===== src/rtl/tft_ahb_sram_pkg.sv =====
// Shared AHB-Lite types, response codes, controller states and the byte-lane helper.
package tft_ahb_sram_pkg;

    typedef enum logic [1:0] {
        TRANS_IDLE   = 2'b00,
        TRANS_BUSY   = 2'b01,
        TRANS_NONSEQ = 2'b10,
        TRANS_SEQ    = 2'b11
    } trans_t;

    typedef enum logic [2:0] {
        BURST_SINGLE = 3'b000,
        BURST_INCR   = 3'b001,
        BURST_WRAP4  = 3'b010,
        BURST_INCR4  = 3'b011,
        BURST_WRAP8  = 3'b100,
        BURST_INCR8  = 3'b101,
        BURST_WRAP16 = 3'b110,
        BURST_INCR16 = 3'b111
    } burst_t;

    typedef enum logic [2:0] {
        SIZE_BYTE = 3'b000,
        SIZE_HALF = 3'b001,
        SIZE_WORD = 3'b010
    } size_t;

    localparam logic RESP_OKAY  = 1'b0;
    localparam logic RESP_ERROR = 1'b1;

    // state       | meaning
    // ST_IDLE     | no data phase in progress
    // ST_RD       | read data phase, SRAM data forwarded to HRDATA
    // ST_WR       | write data phase, SRAM written from HWDATA
    // ST_RD_STALL | read deferred behind a write, SRAM read issued now
    // ST_ERR1     | first ERROR cycle (HREADYOUT low)
    // ST_ERR2     | second ERROR cycle (HREADYOUT high)
    typedef enum logic [2:0] {
        ST_IDLE     = 3'd0,
        ST_RD       = 3'd1,
        ST_WR       = 3'd2,
        ST_RD_STALL = 3'd3,
        ST_ERR1     = 3'd4,
        ST_ERR2     = 3'd5
    } state_t;

    // Byte-lane write enables for a transfer of the given size at the given byte offset.
    function automatic logic [3:0] lane_mask(input logic [2:0] size, input logic [1:0] addr_lo);
        logic [3:0] m;
        case (size)
            SIZE_BYTE: m = 4'b0001 << addr_lo;
            SIZE_HALF: m = 4'b0011 << {addr_lo[1], 1'b0};
            default:   m = 4'b1111;
        endcase
        return m;
    endfunction

endpackage


===== src/rtl/tft_ahb_sram_decode.sv =====
// Address-phase decode: window range check, size/alignment check, word address and lane mask.
module tft_ahb_sram_decode
    import tft_ahb_sram_pkg::*;
#(
    parameter logic [31:0] BASE_ADDR = 32'h0,
    parameter int          MEM_WORDS = 4096,
    parameter int          MEM_AW    = $clog2(MEM_WORDS)
) (
    input  logic [31:0]       addr,
    input  logic [2:0]        size,
    output logic              err,
    output logic [MEM_AW-1:0] word_addr,
    output logic [3:0]        mask
);

    // Computed one bit wider so a window ending at the top of the map cannot wrap.
    localparam logic [32:0] LIMIT = {1'b0, BASE_ADDR} + (33'(MEM_WORDS) * 33'd4);

    logic [31:0] offset;
    logic        below;
    logic        above;
    logic        bad_size;
    logic        misaligned;
    logic        unused_offset;

    // Range, size and alignment checks are purely combinational on the address phase.
    always_comb begin
        offset     = addr - BASE_ADDR;
        below      = (addr < BASE_ADDR);
        above      = ({1'b0, addr} >= LIMIT);
        bad_size   = (size > 3'd2);
        misaligned = ((size == SIZE_HALF) && addr[0]) ||
                     ((size == SIZE_WORD) && (addr[1:0] != 2'b00));
        err        = below | above | bad_size | misaligned;
        word_addr  = offset[MEM_AW+1:2];
        mask       = lane_mask(size, addr[1:0]);
    end

    assign unused_offset = ^offset;

endmodule


===== src/rtl/tft_ahb_sram.sv =====
// AHB-Lite responder in front of the single-port TFT framebuffer SRAM.
module tft_ahb_sram
    import tft_ahb_sram_pkg::*;
#(
    parameter logic [31:0] BASE_ADDR = 32'h0,
    parameter int          MEM_WORDS = 4096,
    parameter int          MEM_AW    = $clog2(MEM_WORDS)
) (
    input  logic              HCLK,
    input  logic              HRESET,
    input  logic              HSEL,
    input  logic [31:0]       HADDR,
    input  logic [1:0]        HTRANS,
    input  logic [2:0]        HBURST,
    input  logic [2:0]        HSIZE,
    input  logic              HWRITE,
    input  logic [31:0]       HWDATA,
    input  logic              HREADY,
    output logic              HREADYOUT,
    output logic              HRESP,
    output logic [31:0]       HRDATA,
    output logic              MEM_EN,
    output logic [3:0]        MEM_WE,
    output logic [MEM_AW-1:0] MEM_ADDR,
    output logic [31:0]       MEM_WDATA,
    input  logic [31:0]       MEM_RDATA
);

    state_t            state_q;
    state_t            state_d;
    logic [MEM_AW-1:0] wr_addr_q;
    logic [3:0]        wr_mask_q;
    logic [MEM_AW-1:0] rd_addr_q;
    logic              wr_capture;
    logic              rd_capture;
    logic              accept;
    logic              dec_err;
    logic [MEM_AW-1:0] dec_word_addr;
    logic [3:0]        dec_mask;
    logic              unused_burst;

    // Every beat is decoded on its own; the burst type carries no information here.
    assign unused_burst = ^HBURST;

    tft_ahb_sram_decode #(
        .BASE_ADDR (BASE_ADDR),
        .MEM_WORDS (MEM_WORDS),
        .MEM_AW    (MEM_AW)
    ) u_decode (
        .addr      (HADDR),
        .size      (HSIZE),
        .err       (dec_err),
        .word_addr (dec_word_addr),
        .mask      (dec_mask)
    );

    // Address phase is taken only for real transfers; reset suppresses any new access.
    assign accept = HSEL && HREADY && !HRESET &&
                    ((HTRANS == TRANS_NONSEQ) || (HTRANS == TRANS_SEQ));

    // State register plus the write and deferred-read address holders.
    always_ff @(posedge HCLK) begin
        if (HRESET) begin
            state_q   <= ST_IDLE;
            wr_addr_q <= '0;
            wr_mask_q <= '0;
            rd_addr_q <= '0;
        end else begin
            state_q <= state_d;
            if (wr_capture) begin
                wr_addr_q <= dec_word_addr;
                wr_mask_q <= dec_mask;
            end
            if (rd_capture) begin
                rd_addr_q <= dec_word_addr;
            end
        end
    end

    // Data-phase outputs from the current state; next state and read issue from the address phase.
    always_comb begin
        state_d    = ST_IDLE;
        HREADYOUT  = 1'b1;
        HRESP      = RESP_OKAY;
        HRDATA     = '0;
        MEM_EN     = 1'b0;
        MEM_WE     = '0;
        MEM_ADDR   = '0;
        MEM_WDATA  = '0;
        wr_capture = 1'b0;
        rd_capture = 1'b0;

        case (state_q)
            ST_RD: begin
                HRDATA = MEM_RDATA;
            end
            ST_WR: begin
                MEM_EN    = 1'b1;
                MEM_WE    = wr_mask_q;
                MEM_ADDR  = wr_addr_q;
                MEM_WDATA = HWDATA;
            end
            ST_RD_STALL: begin
                HREADYOUT = 1'b0;
                MEM_EN    = 1'b1;
                MEM_ADDR  = rd_addr_q;
            end
            ST_ERR1: begin
                HREADYOUT = 1'b0;
                HRESP     = RESP_ERROR;
            end
            ST_ERR2: begin
                HRESP = RESP_ERROR;
            end
            default: ;
        endcase

        if (state_q == ST_RD_STALL) begin
            state_d = ST_RD;
        end else if (state_q == ST_ERR1) begin
            state_d = ST_ERR2;
        end else if (accept) begin
            if (dec_err) begin
                state_d = ST_ERR1;
            end else if (HWRITE) begin
                state_d    = ST_WR;
                wr_capture = 1'b1;
            end else if (state_q == ST_WR) begin
                // SRAM port is busy with the write this cycle; read goes out next cycle.
                state_d    = ST_RD_STALL;
                rd_capture = 1'b1;
            end else begin
                state_d  = ST_RD;
                MEM_EN   = 1'b1;
                MEM_ADDR = dec_word_addr;
            end
        end
    end

endmodule

===== config.mk =====
export PLATFORM = sky130hd
export DESIGN_NAME = tft_ahb_sram
export DESIGN_NICKNAME = d
export VERILOG_FILES = /design/src/rtl/tft_ahb_sram_pkg.sv /design/src/rtl/tft_ahb_sram_decode.sv /design/src/rtl/tft_ahb_sram.sv
export SDC_FILE = /design/constraint.sdc
export NUM_CORES = 1
export LEC_CHECK = 0
export BUFFER_PORTS_ARGS = -buffer_cell sky130_fd_sc_hd__buf_4
export CORE_ASPECT_RATIO = 0.9
export CORE_MARGIN = 2
export CORE_UTILIZATION = 25
export CTS_CLUSTER_SIZE = 30
export DETAILED_ROUTE_END_ITERATION = 6
export GPL_ROUTABILITY_DRIVEN = 0
export GPL_TIMING_DRIVEN = 0
export HOLD_SLACK_MARGIN = 0.1
export PLACE_DENSITY = 0.58
export SYNTH_ARGS = -nofsm -noshare
export SYNTH_HDL_FRONTEND = slang
export SYNTH_SLANG_ARGS = --single-unit

===== constraint.sdc =====
create_clock -name HCLK -period 1.9 [get_ports HCLK]
set_input_delay 0.095 -clock HCLK [delete_from_list [all_inputs] [get_ports HCLK]]
set_output_delay 0.095 -clock HCLK [all_outputs]
set_load 0.005 [all_outputs]

* Word-level counts from Yosys, hierarchy flattened
Cells that the tools add are included.
** Storage, ports and cells
- Register bits :: 31
- Output and inout bits :: 83
- Logic and storage cells :: 76
** Operators by class
- $lt $le $gt $ge :: 3
- Equal/unequal tests :: 9
- Shifts and indexed selects :: 2
- Mux-type cells :: 37
- Bitwise logic cells :: 4
- Reductions and logical operators :: 15
** Operators with widths (count)
- $mux W12 :: 6
- $mux W32 :: 2
- $ge A32 B15 Y1 const B :: 1
- $lt A32 B1 Y1 const B :: 1
- $pmux W12 S2 :: 1
- $mux W1 :: 21
- $eq A3 B2 Y1 const B :: 3
- $mux W3 :: 3
- $pmux W4 S2 :: 1
- $reduce_or A2 Y1 :: 4
- $eq A3 B1 Y1 const B :: 2
- $eq A3 B3 Y1 const B :: 2
- $logic_and A1 B1 Y1 :: 5
- $reduce_or A5 Y1 :: 1
- $eq A2 B2 Y1 const B :: 2
- $mux W2 :: 2
- $mux W4 :: 1
- $shl A1 B2 Y4 const A :: 1
- $shl A2 B2 Y4 const A :: 1
- $gt A3 B2 Y1 const B :: 1
- $logic_not A3 Y1 :: 1
- $or A1 B1 Y1 :: 3
- $logic_or A1 B1 Y1 :: 2
- $reduce_bool A2 Y1 :: 1
- 2 further kinds :: 2

* Logic depth before layout (Yosys ltp)
Gate-level depths: netlist of the first run.
- Word-level depth :: 9
- Depth in mapped cells :: 6
- Depth with buffers taken out :: 4

* Cells and area by module
From an unflattened synthesis of the first run, not the netlist that was laid out.
** Unflattened totals
- Cells, all modules :: 281
- Area total of the unflattened synthesis :: 2368.5 um2
** Modules (own cells, without submodules)
- tft_ahb_sram :: instances 1, cells an instance 251, area each 2179.6 um2, seq. area each 620.6 um2
- tft_ahb_sram_decode :: instances 1, cells an instance 30, area each 188.9 um2, seq. area each 0.0 um2

* Worst setup path before layout of the first run
No wires, ideal clock.
- Path type :: register to register
- From :: reg state_q[2]
- To :: reg wr_addr_q[10]
- Arrival :: 1.428 ns
- Data required time :: 1.830 ns
- Path slack :: 0.402 ns
- Cell stages (with the launch flop) :: 7
- Path buffers :: 2
- Clock period less this slack :: 1.498 ns
- Path through :: dfxtp_1 and3b_1 buf_6 nor4b_4 buf_6 nand4_1 a21oi_1
** Between the ends
- Word-level cells in the longest chain between the ends :: 3
- Elaborated cells on any way between the ends :: 4
- Those cells by class :: eq/ne (2); mux (2)
** Ends and longest elaborated chain
- from (decl) :: RTL line tft_ahb_sram.sv:29 : state_t state_q;
- from (signal assigned) :: RTL line tft_ahb_sram.sv:69 : state_q <= state_d;
- $eq A3 B3 Y1 :: RTL line tft_ahb_sram.sv:120 : end else if (state_q == ST_ERR1) begin
- $mux W1 :: RTL line tft_ahb_sram.sv:120
- $mux W1 (*) :: RTL line tft_ahb_sram.sv:118 : if (state_q == ST_RD_STALL) begin
- to (signal assigned) :: RTL line tft_ahb_sram.sv:71 : wr_addr_q <= dec_word_addr;
- to (decl) :: RTL line tft_ahb_sram.sv:31 : logic [MEM_AW-1:0] wr_addr_q;
Mark *: on every way between the ends. The rest lies on a longest branch, timed or not.
A chain may end at the register's enable or synchronous reset.

* Worst setup path after layout of the first run
- From :: reg state_q[1]
- To :: out MEM_ADDR[4]
** Between the ends
- Word-level cells in the longest chain between the ends :: 8
- Elaborated cells on any way between the ends :: 10
- Those cells by class :: eq/ne (3); mux (7)
** Ends and longest elaborated chain
- $eq A3 B2 Y1, on equally long branches :: RTL line tft_ahb_sram.sv:93, tft_ahb_sram.sv:118, tft_ahb_sram.sv:128
- $pmux W12 S2 :: RTL line tft_ahb_sram.sv:93 : case (state_q)
- $mux W12 :: RTL line tft_ahb_sram.sv:128 : end else if (state_q == ST_WR) begin
- $mux W12 :: RTL line tft_ahb_sram.sv:125 : end else if (HWRITE) begin
- $mux W12 :: RTL line tft_ahb_sram.sv:123 : if (dec_err) begin
- $mux W12 :: RTL line tft_ahb_sram.sv:122 : end else if (accept) begin
- $mux W12 :: RTL line tft_ahb_sram.sv:120
- $mux W12 (*) :: RTL line tft_ahb_sram.sv:118
- to (decl) :: RTL line tft_ahb_sram.sv:24 : output logic [MEM_AW-1:0] MEM_ADDR,
Marks and branches as above.

==> results.md, run 1 <==
Status:
- The run finished with clean final reports.

Pwr:
- Dividing total power by cell area gives a power density of 393 nW/um2.
- The net switching power is 0.376 mW.
- The total leakage power is 1.90 nW.
- The combinational cell fraction of total power is 0.175.
- The peak supply drop is 0.000216 V.
- The register share of total power is 0.397.
- The power consumption is 1.64 mW.
- The relative contribution of the clock network to total power is 0.428.
- The internal power consumption is 1.26 mW.
- The fraction of power spent switching nets is 0.230.

Layout:
- The number of nets in the layout is 605.
- The final cell utilization of the core is 0.462.
- The synthesis-to-finish area growth is 82.3%.
- The fraction of layout instances using a drive strength above 1 is 0.485.
- The most common cell after layout, fill and taps aside is sky130_fd_sc_hd__buf_4.
- The design area is 4160 um2.
- The antenna diode count is 0.
- The library cells used most frequently in the layout, excluding fill and tap cells, are sky130_fd_sc_hd__buf_4, sky130_fd_sc_hd__and2_1, sky130_fd_sc_hd__dfxtp_1.

STA:
- The final-report hold violation count is 0.
- For the finished layout, the period the worst path requires is 1.86 ns.
- Setup repair after global routing could not meet its margin everywhere.
- The final-report setup violation count is 0.
- Final hold analysis gives a worst-case slack of 0.0933 ns.
- The count of final max-slew check failures came to 0.
- The maximum frequency from static timing analysis is 538 MHz.
- At the pin with the least slew margin, the transition time is 0.560 ns.
- The max-slew headroom at the worst pin is 0.627.
- The share of the cycle needed by the critical path after routing is 0.977.
- Between clock sinks in the finished design, the worst skew comes to 0.00439 ns.

Yosys:
- Of the post-synthesis cell area, the part taken by muxes is 0.
- The adder-cell share of the synthesized area is 0.
- The cell count after synthesis is 287.
- Of the total synthesized cell area, the portion taken by AND, OR, NAND and NOR gates is 0.405.
- Of the total synthesized cell area, the portion taken by XOR and XNOR cells is 0.
- The most common flop cell mapped by yosys is sky130_fd_sc_hd__dfxtp_1.
- The portion of the post-synthesis area used by sequential elements is 0.272.
- The share of async-settable or async-resettable flops after synthesis is 0.
- The average footprint of a synthesized cell is 7.95 um2.
- The synthesized design contains 31 register bits.
- The post-synthesis compound-gate area fraction is 0.259.
- The synthesized netlist contains 39 unique library cells.
- The total of warnings raised by yosys is 0.
- The count of flip-flops with a built-in enable after synthesis is 0.
- The synthesized net count is 396.
- The synthesized cell area is 2280 um2.
- The main combinational cell family by area after synthesis is simple AND/OR/NAND/NOR gates.

Run:
- The tool flagged a number of max-cap violations equal to 0.

Route:
- The number of DRC violations after detailed-routing iteration 0 is 188.
- For this run, design rule violations remaining after detail routing come to 0.
- In the routed layout, each cell is associated on average with a via count of 4.87.
- The total wirelength of the detailed-routed design is 9.13 mm.
- The routed wirelength normalized by instance count is 14.7 um.
- The routed layout has 3012 vias.
- The pre-antenna-repair detailed-routing pass consisted of 4 iterations.
- The number of nets with antenna violations after detailed routing is 0.

Floorplanning:
- The floorplan has 33 rows.
- The initial utilization of the core area, before any placement, comes to 0.254.
- The vertical die dimension is 94.6 um.
- The top-level port count is 192.
- After floorplanning, the core was sized to cover 9000 um2.
- The overall die area is 9910 um2.
- The width of the die is 105 um.

Clock network:
- The deepest level of the CTS H-tree is 2.
- Clock-pin slew was measured on the worst setup and hold paths at 0.07 ns.
- For the worst-skew pair, the clock arrives at the later sink with an insertion delay of 0.29 ns.
- The cell at the root of the clock tree is sky130_fd_sc_hd__clkbuf_8.
- Counting every sink on the clock net gives 31.
- In this run, CTS created clock tree buffers numbering 5.
- The longest clock path from root to sink contains 2 buffers.
- The CTS tree is built.

Worst setup path:
- Setup slack on the worst reg-to-reg path comes out at 0.10 ns.
- The endpoint arrival time on the critical path is 1.76 ns.
- The largest fanout of any net on the critical path is 10.
- The sort of element at the end of the critical path is an output pin.
- STA classifies the critical path startpoint as a flop.
- The type of the worst setup path is reg -> out.
- The data required time at the worst endpoint is 1.80 ns.

Place:
- Input and output buffers added on the ports amount to 187.
- Summed over all nets, the half-perimeter wirelength after detailed placement is 6.93 mm.
- The cell area after placement is 3840 um2.

GRT:
- The pin count of the biggest net entering global routing is 11.
- The number of global-route vias before repair was 2926.
- After global routing the overflow that remains totals 0.
- The number of antenna violations at the first check in global routing was 0.
- The wire length of the first global-routing pass is 14.6 mm.
- The overall routing resource usage is 0.181.

Hold path:
- The path class of the lowest-slack min-delay path is in -> reg.
==> registers in the layout, summed over array words and instances (netlist names) <==
name	count
wr_mask_q	4
rd_addr_q	12
state_q	3
wr_addr_q	12
==> through the flow <==
step | TNS (ns) | worst slack, ns | cells
after floorplan | 0 | 0.402 | 287
after global placement | -1.35 | -0.0909 | 596
after detailed placement | -2.39 | -0.163 | 596
after CTS | 0 | 0.00433 | 619
after global routing | -0.775 | -0.0765 | 619
final | 0 | 0.0430 | 619
==> repair_timing <==
item	4_1_cts	5_1_grt
endpoints found under the hold margin	19	0
pin swaps	1	3
setup endpoints to repair	49	83
hold buffers	10	0
resized for setup	19	13
setup buffers	5	1
==> Yosys cell counts (all sizes together) (2+ instances only) <==
library cell / instances / share of area
a22oi: 12 / 0.039
o21ai: 15 / 0.033
inv: 2 / 0.0033
nand3b: 2 / 0.0066
o21bai: 2 / 0.0066
nor3b: 3 / 0.016
nor4: 5 / 0.030
a21oi: 27 / 0.063
nor3: 3 / 0.0066
clkbuf: 17 / 0.028
o31ai: 25 / 0.082
nor2: 3 / 0.0060
a41oi: 5 / 0.019
nand4: 26 / 0.074
nand2: 12 / 0.020
nand4b: 2 / 0.014
or3b: 2 / 0.0077
and2: 68 / 0.19
o21a: 4 / 0.013
dfxtp: 31 / 0.27
buf: 12 / 0.033
==> final timing paths <==
| kind | startpoint | end | cells past startpoint |
|---|---|---|---|
| setup / recovery | state_q[1] | MEM_ADDR[4] | 7 |
| hold / removal | HADDR[2] | rd_addr_q[0] | 3 |
| setup reg to reg | state_q[2] | rd_addr_q[8] | 7 |
| hold reg to reg | wr_mask_q[0] | wr_mask_q[0] | 1 |
==> kinds of logic after synthesis <==
logic type,Yosys count
and+or+nand+nor,134
AOI/OAI and AO/OA,91
DFF,31
buffers and inverters,31
==> per-layer routing <==
layer	routed length [um]	global-route usage
met2	4590	0.330
met3	840	0.0469
met4	92	0.0556
met1	3600	0.209
met5	0	0
==> power groups by stage <==
stage	Clock [mW]	Combinational, mW	Sequential [mW]
after floorplan	0	0.0570	0.667
after global placement	0	0.260	0.668
after detailed placement	0	0.264	0.668
after CTS	0.698	0.286	0.651
after global routing	0.726	0.311	0.650
final	0.700	0.287	0.650
==> area by class of cell <==
| cell class | count | area (um2) |
|---|---|---|
| flip-flops and latches | 31 | 629 |
| plain buffers | 28 | 158 |
| repair buffers | 203 | 1550 |
| inverters | 2 | 7.51 |
| fillers | 895 | 4840 |
| multi-input cells | 225 | 1540 |
| well taps | 122 | 153 |
| clock inverters | 2 | 35.0 |
| clock buffers | 6 | 82.6 |
==> worst max-delay path: stages (launching register included) <==
cell,delay (ns)
sky130_fd_sc_hd__dfxtp_4,0.37
sky130_fd_sc_hd__and3b_1,0.19
sky130_fd_sc_hd__buf_6,0.14
sky130_fd_sc_hd__nor2_4,0.08
sky130_fd_sc_hd__nand4_1,0.18
sky130_fd_sc_hd__buf_6,0.22
sky130_fd_sc_hd__o21ai_1,0.16
sky130_fd_sc_hd__buf_4,0.13
Note: power is estimated with default switching activity, not from simulation.
==> run 2: changes to the inputs <==
--- a/config.mk
+++ b/config.mk
@@ -15,6 +15,7 @@
 export GPL_TIMING_DRIVEN = 0
 export HOLD_SLACK_MARGIN = 0.1
 export PLACE_DENSITY = 0.58
+export RECOVER_POWER = 100
 export SYNTH_ARGS = -nofsm -noshare
 export SYNTH_HDL_FRONTEND = slang
 export SYNTH_SLANG_ARGS = --single-unit
==> run 2 against run 1 <==
  * Worst setup slack lost 0.00064 ns
  * Sequential cell count is the same
  * Register-to-register slack is essentially flat
  * First-iteration DRC count unchanged
  * Critical path depth unchanged
  * Total power about the same
  * Critical path type unchanged
  * Largest cell class unchanged
==> results.md, run 2 (synthesized netlist as in run 1, its figures left out) <==
Worst setup path:
- In this run the worst setup path terminates at MEM_ADDR[4].
- The launching point of the worst reg2reg path is state_q[2].
- The number of cells on the worst reg-to-reg path is 7 (unchanged).
- The library cell appearing most often on the critical path is sky130_fd_sc_hd__buf_6.
- Tracing the worst setup path back leads to its startpoint at state_q[1].
- The type of the worst setup path is reg -> out.
- The maximum cell stage delay along the critical path was 0.37 ns (about the same).
- The number of buffer and inverter instances along the worst setup path is 3 (unchanged).
- The critical path depth in cells is 7 (unchanged).
- The largest fanout of any net on the critical path is 10 (unchanged).
- The critical path startpoint category is a flop.
- In this run the critical register-to-register path is captured at rd_addr_q[8].
- The data required time at the worst endpoint came to 1.80 ns (about the same).
- The sort of element at the end of the critical path is an output pin.
- The cell family contributing the most delay on the critical path is buffers and inverters.
- The highest-delay cell along the critical path is sky130_fd_sc_hd__dfxtp_4.
- The register-to-register setup slack is 0.10 ns (about the same).
- The endpoint arrival time on the critical path was 1.76 ns (about the same).
- The critical path goes through and3b_1 > buf_6 > nor2_4 > nand4_1 > buf_6 > o21ai_1 > buf_4.

Clock network:
- The number of CTS-inserted buffers is 5 (unchanged).
- The clock insertion delay at the later pin of the skew report is 0.29 ns (about the same).
- The clock net sink count is 31 (unchanged).
- TritonCTS built the clock tree.
- The clock tree buffer depth is 2 (unchanged).
- The clock transition at the registers of the reported paths is 0.07 ns (about the same).
- The deepest level of the CTS H-tree is 2 (unchanged).
- The tree is rooted in a sky130_fd_sc_hd__clkbuf_8.

Pwr:
- The relative contribution of the clock network to total power is 0.428 (about the same).
- The combinational cell fraction of total power is 0.175 (about the same).
- The fraction of power spent switching nets is 0.230 (about the same).
- The total leakage power is 1.90 nW (unchanged).
- The internal power consumption is 1.26 mW (unchanged).
- The power consumption is 1.64 mW (about the same).
- The register share of total power is 0.397 (about the same).
- The net switching power is 0.376 mW (about the same).
- The areal power density over the cells is 393 nW/um2 (about the same).
- The peak supply drop is 0.000216 V (about the same).

Place:
- The total placed cells including tap cells was 596 (unchanged).
- The final HPWL from detailed placement was 6.93 mm (unchanged).
- The cell area after placement is 3840 um2 (unchanged).
- The post-placement setup slack is -0.163 ns (unchanged).
- The number of I/O port buffers is 187 (unchanged).

STA:
- The maximum frequency from static timing analysis was 538 MHz (about the same).
- Setup repair after global routing could not meet its margin everywhere.
- The maximum clock skew at final layout came to 0.00460 ns (+0.000211 ns).
- The share of the cycle needed by the critical path after routing was 0.978 (about the same).
- The post-layout minimum cycle time is 1.86 ns (+0.000638 ns).
- The worst hold slack is 0.0935 ns (+0.000211 ns).
- The worst path setup slack after routing is 0.0423 ns (-0.000639 ns).
- The max-slew headroom at the worst pin was 0.627 (about the same).
- The final-report hold violation count is 0 (unchanged).
- The actual transition at the worst max-transition pin came to 0.560 ns (-0.000112 ns).
- The setup TNS after final layout is 0 ns (unchanged).
- The count of final max-slew check failures is 0 (unchanged).
- The final-report setup violation count was 0 (unchanged).

Layout:
- The antenna diode count is 0 (unchanged).
- The number of nets in the layout was 605 (unchanged).
- The largest registers in the layout are rd_addr_q (12), wr_addr_q (12), wr_mask_q (4).
- The synthesis-to-finish area growth is 82.3% (unchanged).
- The library cell used most frequently in the layout, excluding fill and tap cells, is sky130_fd_sc_hd__buf_4.
- The final non-filler cell total is 619 (unchanged).
- In the layout the commonest cells are sky130_fd_sc_hd__buf_4, sky130_fd_sc_hd__and2_1, sky130_fd_sc_hd__dfxtp_1.
- The final cell utilization of the core is 0.462 (unchanged).
- The number of filler cells placed in the layout is 895 (unchanged).
- The register cell area after layout is 629 um2 (unchanged).
- The fraction of layout instances using a drive strength above 1 is 0.485 (unchanged).
- The multi-input combinational cell area is 1540 um2 (unchanged).
- The design area is 4160 um2 (unchanged).

GRT:
- The overall routing resource usage is 0.181 (unchanged).
- The number of antenna violations at the first check in global routing is 0 (unchanged).
- The pin count of the biggest net entering global routing is 11 (unchanged).
- The number of global-route vias before repair is 2926 (unchanged).
- The total overflow reported by the global router is 0 (unchanged).
- The wire length of the first global-routing pass is 14.6 mm (unchanged).

Floorplanning:
- The total core area is 9000 um2 (unchanged).
- The number of rows created at floorplan is 33 (unchanged).
- The width of the die is 105 um (unchanged).
- The starting density of the core is 0.254 (unchanged).
- The overall die area was 9910 um2 (unchanged).
- The top-level port count came to 192 (unchanged).
- The vertical die dimension is 94.6 um (unchanged).

Route:
- The count of TritonRoute iterations in the first routing pass is 4 (unchanged).
- The number of DRC violations after detailed-routing iteration 0 is 188 (unchanged).
- The count of unresolved DRC violations after routing came to 0 (unchanged).
- The total wirelength of the detailed-routed design came to 9.13 mm (about the same).
- The number of nets with antenna violations after detailed routing came to 0 (unchanged).
- The routed via count is 3013 (+0.033%).
- The ratio of routed vias to standard cells is 4.87 (about the same).
- The routed wirelength normalized by instance count is 14.7 um (about the same).

Hold path:
- The worst hold path depth is 3 (unchanged).
- The path class of the lowest-slack min-delay path is in -> reg.

Status:
- The flow ran to the end, and the final reports show no timing, DRC or antenna violations.

Run:
- The max-capacitance violation count came to 0 (unchanged).
-- run 2: cell counts in the layout (fill, tap and decap cells not counted) --
No cell type changed its count.
-- run 2: power groups by stage --
stage | registers, mW | logic [mW] | clock network, mW
2_1_floorplan | 0.667 | 0.0570 | 0
3_3_place_gp | 0.668 | 0.260 | 0
3_5_place_dp | 0.668 | 0.264 | 0
4_1_cts | 0.651 | 0.286 | 0.698
5_1_grt | 0.650 | 0.311 | 0.726
6_report | 0.650 | 0.287 | 0.700
-- run 2: what timing repair did --
item                       4_1_cts  5_1_grt
pin swaps                        1        3
gates resized for setup         19       13
hold buffers                    10        0
setup endpoints to repair       49       83
hold endpoints to repair        19        0
buffers inserted                 5        1
-- run 2: tightest hold or removal path, delay by kind of cell --
kind            cells  cell delay, ns
buf+inv             1            0.12
simple gates        1            0.06
compound gates      1            0.06
-- run 2: final cells by class --
type | instances | share of cell area
Buffer | 28 | 0.0379
Clock buffer | 6 | 0.0198
Clock inverter | 2 | 0.00842
Inverter | 2 | 0.00180
Multi-Input combinational cell | 225 | 0.371
Sequential cell | 31 | 0.151
Tap cell | 122 | 0.0367
Timing Repair Buffer | 203 | 0.373
-- run 2: worst min-delay path by stage --
stage	start	end	slack, ns
floorplan	HADDR[2]	rd_addr_q[0]	0.25
global placement	HADDR[10]	wr_addr_q[8]	0.39
detailed placement	HADDR[10]	wr_addr_q[8]	0.39
CTS	HADDR[2]	rd_addr_q[0]	0.10
global route	HADDR[2]	rd_addr_q[0]	0.11
finish	HADDR[2]	rd_addr_q[0]	0.09
-- run 2: metal layers --
metal | routed length (um) | track usage | vias to the layer above
met5 | 0 | 0 | -
met4 | 92 | 0.0556 | 0
met3 | 842 | 0.0469 | 8
met2 | 4600 | 0.330 | 152
met1 | 3590 | 0.209 | 1369
li1 | - | - | 1484
